File: src/rtl/matvec8_host_ctrl.sv
// ---------------------------------------------------------------------------
// matvec8_host_ctrl
// Host-side controller for the NxN matrix-vector multiplier core. It holds a
// local weight buffer (N*N words) and a vector buffer (N words) that the host
// fills through a simple write port. On start it streams the buffers into the
// multiplier input handshake, collects N results from the multiplier output
// handshake into a readable result buffer, then pulses done.
//
// Ports
//   i_clk, i_rst_n              clock, asynchronous active-low reset
//   i_wr_en/_sel/_addr/_data    host write port (sel 0 = weight, 1 = vector)
//   i_start, i_load_matrix      launch; load_matrix 1 = matrix then vector
//   o_busy, o_done              busy from accepted start to done; done pulse
//   i_rd_addr, o_rd_data        combinational read of the result buffer
//   o_m_valid/i_m_ready/o_m_data/o_m_new_matrix  to multiplier input side
//   i_s_valid/o_s_ready/i_s_data                 from multiplier output side
// ---------------------------------------------------------------------------
module matvec8_host_ctrl #(
   parameter int N  = 8,
   parameter int IW = 14,
   parameter int OW = 28
) (
   input  logic                     i_clk,
   input  logic                     i_rst_n,
   input  logic                     i_wr_en,
   input  logic                     i_wr_sel,
   input  logic [$clog2(N*N)-1:0]   i_wr_addr,
   input  logic [IW-1:0]            i_wr_data,
   input  logic                     i_start,
   input  logic                     i_load_matrix,
   output logic                     o_busy,
   output logic                     o_done,
   input  logic [$clog2(N)-1:0]     i_rd_addr,
   output logic [OW-1:0]            o_rd_data,
   output logic                     o_m_valid,
   input  logic                     i_m_ready,
   output logic [IW-1:0]            o_m_data,
   output logic                     o_m_new_matrix,
   input  logic                     i_s_valid,
   output logic                     o_s_ready,
   input  logic [OW-1:0]            i_s_data
);

   localparam int AW = $clog2(N*N);
   localparam int VW = $clog2(N);

   typedef enum logic [2:0] {
      S_IDLE,
      S_SEND_W,
      S_SEND_X,
      S_RECV,
      S_DONE
   } state_t;

   state_t          r_state;
   state_t          w_state_nxt;
   logic [IW-1:0]   r_w   [N*N];
   logic [IW-1:0]   r_x   [N];
   logic [OW-1:0]   r_res [N];
   logic [AW-1:0]   r_cnt;
   logic [VW-1:0]   r_rcnt;
   logic            w_idle;
   logic            w_m_beat;
   logic            w_s_beat;

   assign w_idle   = (r_state == S_IDLE);
   assign w_m_beat = o_m_valid && i_m_ready;
   assign w_s_beat = i_s_valid && o_s_ready;

   // Weight/vector storage carries no reset so host contents survive a reset.
   always_ff @(posedge i_clk) begin
      if (w_idle && i_wr_en) begin
         if (i_wr_sel)
            r_x[i_wr_addr[VW-1:0]] <= i_wr_data;
         else
            r_w[i_wr_addr] <= i_wr_data;
      end
   end

   always_ff @(posedge i_clk or negedge i_rst_n) begin
      if (!i_rst_n) begin
         r_state <= S_IDLE;
         r_cnt   <= '0;
         r_rcnt  <= '0;
      end else begin
         r_state <= w_state_nxt;
         if (w_m_beat) begin
            if ((r_state == S_SEND_W && r_cnt == AW'(N*N-1)) ||
                (r_state == S_SEND_X && r_cnt == AW'(N-1)))
               r_cnt <= '0;
            else
               r_cnt <= r_cnt + 1'b1;
         end
         if (w_s_beat) begin
            if (r_rcnt == VW'(N-1))
               r_rcnt <= '0;
            else
               r_rcnt <= r_rcnt + 1'b1;
         end
      end
   end

   always_ff @(posedge i_clk or negedge i_rst_n) begin
      if (!i_rst_n) begin
         for (int unsigned i = 0; i < N; i++)
            r_res[i] <= '0;
      end else if (w_s_beat) begin
         r_res[r_rcnt] <= i_s_data;
      end
   end

   assign o_rd_data = r_res[i_rd_addr];

   // Handshake outputs decode straight from state so reset drops them
   // without waiting for a clock edge.
   always_comb begin
      w_state_nxt    = r_state;
      o_busy         = 1'b1;
      o_done         = 1'b0;
      o_m_valid      = 1'b0;
      o_m_data       = '0;
      o_m_new_matrix = 1'b0;
      o_s_ready      = 1'b0;
      case (r_state)
         S_IDLE: begin
            o_busy = 1'b0;
            if (i_start)
               w_state_nxt = i_load_matrix ? S_SEND_W : S_SEND_X;
         end
         S_SEND_W: begin
            o_m_valid      = 1'b1;
            o_m_data       = r_w[r_cnt];
            o_m_new_matrix = (r_cnt == '0);
            if (w_m_beat && r_cnt == AW'(N*N-1))
               w_state_nxt = S_SEND_X;
         end
         S_SEND_X: begin
            o_m_valid = 1'b1;
            o_m_data  = r_x[r_cnt[VW-1:0]];
            if (w_m_beat && r_cnt == AW'(N-1))
               w_state_nxt = S_RECV;
         end
         S_RECV: begin
            o_s_ready = 1'b1;
            if (w_s_beat && r_rcnt == VW'(N-1))
               w_state_nxt = S_DONE;
         end
         S_DONE: begin
            o_done      = 1'b1;
            w_state_nxt = S_IDLE;
         end
         default: begin
            w_state_nxt = S_IDLE;
         end
      endcase
   end

endmodule

File: config.mk
export PLATFORM = sky130hd
export DESIGN_NAME = matvec8_host_ctrl
export DESIGN_NICKNAME = d
export VERILOG_FILES = /design/src/rtl/matvec8_host_ctrl.sv
export SDC_FILE = /design/constraint.sdc
export NUM_CORES = 1
export LEC_CHECK = 0
export ABC_CLOCK_PERIOD_IN_PS = 2800
export BUFFER_PORTS_ARGS = -buffer_cell sky130_fd_sc_hd__buf_4
export CORE_UTILIZATION = 62
export CTS_BUF_LIST = sky130_fd_sc_hd__clkbuf_8
export CTS_CLUSTER_DIAMETER = 50
export DETAILED_ROUTE_END_ITERATION = 12
export GPL_ROUTABILITY_DRIVEN = 0
export PLACE_DENSITY = 0.83
export RECOVER_POWER = 50
export SYNTH_ARGS = -nofsm -noshare
export SYNTH_HDL_FRONTEND = slang
export SYNTH_SLANG_ARGS = --single-unit
File: constraint.sdc
create_clock -name i_clk -period 2.8 [get_ports i_clk]
set_input_delay 0.56 -clock i_clk [delete_from_list [all_inputs] [get_ports i_clk]]
set_output_delay 0.56 -clock i_clk [all_outputs]
set_load 0.005 [all_outputs]
==> flow_summary.toml <==
[place]
dp_hpwl_um = 72600
portBuffers = 105
placed_area_sq_um = 53600
dp.cells = 3931
pre_cts_ws_ns = -0.330

[die]
dieArea_sq_um = 81500
die-width_um = 285
core_area_sq_um = 79300
io_pins = 106
die_y_um = 285
start_util_pct = 62.9
fp-row-count = 103

[synthesis]
ys_async_sr_fraction_pct = 19.0
synthesis.nets = 2761
synth_top_area_share_pct = 60.8
synth.area.top_cells = "edfxtp_1 (61%), dfrtp_1 (12%), mux4_2 (7.1%)"
synth_cells = 2698
synth_top_area_cell = "edfxtp_1"
ys.flop_type = "edfxtp_1"
syn_area_sq_um = 49800
synth_edf_count = 1008
yosys_warnings = 0
avgSynthCellArea_sq_um = 18.5
yosysUniqueCellTypes = 54
synth_seq_cells = 1244
ys_seq_area_share_pct = 72.6

[worst_setup_path]
crit_family = "multiplexers"
crit_required_ns = 2.24
cp_max_fo = 12
crit_slowest_cell = "mux4_2"
arrival_ns = 3.52
crit_path_start_kind = "flop"
cp_num_buf_inv = 3
end_kind = "output pin"
crit_type = "reg2out"
slowest_delay_ns = 0.54
crit_chain = "buf_12 -> buf_16 -> mux4_2 -> mux2_4 -> nand2_2 -> nand3_4 -> a211o_1 -> buf_4"

[outcome]
violations = "max-capacitance violations, max-slew violations, negative setup slack"
status = "finished, violations left"

[clocking]
cts_num_sinks = 1244
root_buffer = "clkbuf_8"
cts-buffers-inserted = 187
cts_tree = "done"
clockBufferDepth = 3
clkLatencyLatePin_ns = 0.89
clkTransAtPathRegs_ns = 0.07
h-tree-depth = 4

[hold_path]
hp-class = "in2reg"

[timing]
worst_pin_slew_ns = 2.23
min_period_ns = 4.08
finClkSkew_ns = 0.0573
clock.fmax_mhz = 245
slew_headroom_pct = -48.5
period_share_pct = 146
hold_viol = 0
rsz0062_at_grt = "yes"
finalSetupViolations = 1050
fin_ws_ns = -1.28
maxSlewViolCount = 1105
finalSetupTns_ns = -153.47

[detailed_routing]
route.detailed.drc = 0
dr.first_iter.drc_count = 3806
wl_per_cell_um = 30.3
vias_per_cell = 6.73
first_pass_iters = 8
num_vias = 29277
wl_um = 132000
ant_nets = 0

[grt]
grt.total_usage_pct = 31.0
grt_pass1_vias = 29422
grt_max_degree = 83
antenna_found_initial = 2
overflow = 0
grt_pass1_wl_um = 184000

[power_and_ir_drop]
p_leak_nw = 22.0
internal_power_w = 0.0376
p_clk_share_pct = 26.1
pwr-share-comb_pct = 33.4
power_density_nw_per_um2 = 937
p_sw_share_pct = 31.6
ir_drop_mv = 0.582
p_seq_share_pct = 40.5
switching_power_w = 0.0174

[cells_and_area]
fill_cells = 4136
layout.cells.non_filler = 4353
finalInstanceArea_sq_um = 58700
areaGrowthSynthToFinish_pct = 17.8
layout.nets = 3211
drive_above_1_share_pct = 34.1
multi_input_area_sq_um = 13300
seqCellArea_sq_um = 36200

[job]
maxCapViolCount = 15
==> synth_stat cells, types with 2 or more instances <==
master / number
a211o_1: 13
a21oi_1: 57
a221oi_1: 12
a22o_1: 3
a22oi_1: 123
and2_1: 4
and3_1: 3
buf_1: 14
buf_2: 57
buf_4: 12
buf_6: 9
clkbuf_1: 69
dfrtp_1: 236
edfxtp_1: 1008
ha_1: 4
inv_1: 5
mux2_1: 14
mux2_2: 255
mux2i_1: 304
mux4_2: 157
nand2_1: 89
nand2b_1: 6
nand3_1: 73
nand3b_1: 5
nand4_1: 16
nor2_1: 83
nor2b_1: 7
nor3_1: 7
nor3b_1: 5
nor4_1: 2
o211ai_1: 14
o21ai_0: 6
or3b_2: 4
xnor2_1: 2
==> flip-flops by register name, summed over array words and instances, names as in the netlist <==
| register | count |
|---|---|
| r_w | 896 |
| r_res | 224 |
| r_x | 112 |
| r_cnt | 6 |
| r_rcnt | 3 |
| r_state | 3 |
==> cell usage in the layout, fill, tap and decap left out, drive strengths merged, types with 7 or more instances in the layout <==
master       netlist  routed
nand4             16      16
inv                5      88
edfxtp          1008    1008
dfrtp            236     236
buf               92     358
clkinv             0      59
mux4             157     157
nor2b              7       7
mux2i            304     304
a21oi             57      57
mux2             269     269
nand3             74      74
o211ai            14      14
dlygate4sd3        0      29
a22oi            123     123
nand2             90      90
a221oi            12      12
nor3               8       8
nor2              84      84
clkbuf            69     225
a211o             13      13
==> layer usage <==
metal / global-route usage (%) / vias up / wire length [um]
li1: - / 11711 / -
met1: 38.4 / 14685 / 44600
met2: 51.5 / 2417 / 65400
met3: 6.79 / 464 / 14200
met4: 16.8 / 0 / 7640
met5: 0 / - / 0
==> repair_timing <==
item | 4_1_cts | 5_1_grt
resized for setup | 59 | 82
endpoints found under the hold margin | 303 | 0
gates cloned | 7 | 10
pin swaps | 25 | 34
hold buffers | 29 | 0
buffers inserted | 11 | 22
endpoints found under the setup margin | 17 | 252
==> path summary, 6_finish.rpt <==
check,startpoint,to,slack (ns),cells after the start
setup / recovery,r_cnt[0]$_DFFE_PN0N_,o_m_data[12],-1.28,8
hold / removal,i_s_valid,r_rcnt[0]$_DFFE_PN0N_,0.06,4
setup reg to reg,r_state[2]$_DFFE_PN0P_,r_res[143]$_DFFE_PN0P_,-0.36,9
hold reg to reg,r_res[162]$_DFFE_PN0P_,r_res[162]$_DFFE_PN0P_,0.49,1
max in group asynchronous,i_rst_n,r_res[94]$_DFFE_PN0P_,0.18,3
min in group asynchronous,i_rst_n,r_res[20]$_DFFE_PN0P_,0.92,2
==> metrics by stage <==
stage | util, % | hold WS, ns | power [W]
2_1_floorplan | - | 0.264 | 0.0317
3_3_place_gp | 67.7 | 0.462 | 0.0375
3_5_place_dp | 67.7 | 0.474 | 0.0381
4_1_cts | 73.2 | 0.00509 | 0.0531
5_1_grt | 74.0 | 0.0805 | 0.0565
6_report | 74.0 | 0.0635 | 0.0550
==> worst reg2reg max path: stages (launching register included) <==
cell and delay [ns]:
dfrtp_1 0.50, clkbuf_1 0.25, clkbuf_1 0.18, and3b_1 0.48, clkbuf_1 0.19, nand2_4 0.08
or2_0 0.39, nor3b_2 0.28, buf_4 0.34, mux2_2 0.38
==> kinds of logic (layout without fill, tap and decap cells) <==
family	after synthesis	after routing	synth area share, %
AOI/OAI and AO/OA	234	234	3.29
xor gates and xnor gates	2	2	0.0352
adders and majority gates	4	4	0.100
buffers and inverters	166	768	1.62
DFF	1244	1244	72.6
muxes	730	730	19.3
other	0	2	0
and+or+nand+nor	318	319	3.05
==> power groups by stage <==
stage	clock [W]	sequential, W	combinational (W)
finish	0.0143	0.0223	0.0184
global route	0.0152	0.0224	0.0189
CTS	0.0143	0.0222	0.0166
detailed placement	0	0.0226	0.0156
global placement	0	0.0224	0.0151
floorplan	0	0.0222	0.00950
==> cell type report <==
type | instances | share of cell area [%]
clock buffers | 193 | 4.53
flip-flops and latches | 1244 | 61.7
clock inverters | 149 | 1.57
well taps | 1050 | 2.24
repair buffers | 421 | 7.30
inverters | 5 | 0.0405
diodes | 2 | 0.00853
multi-input cells | 1289 | 22.7
Power figures use the tool's default switching activity.
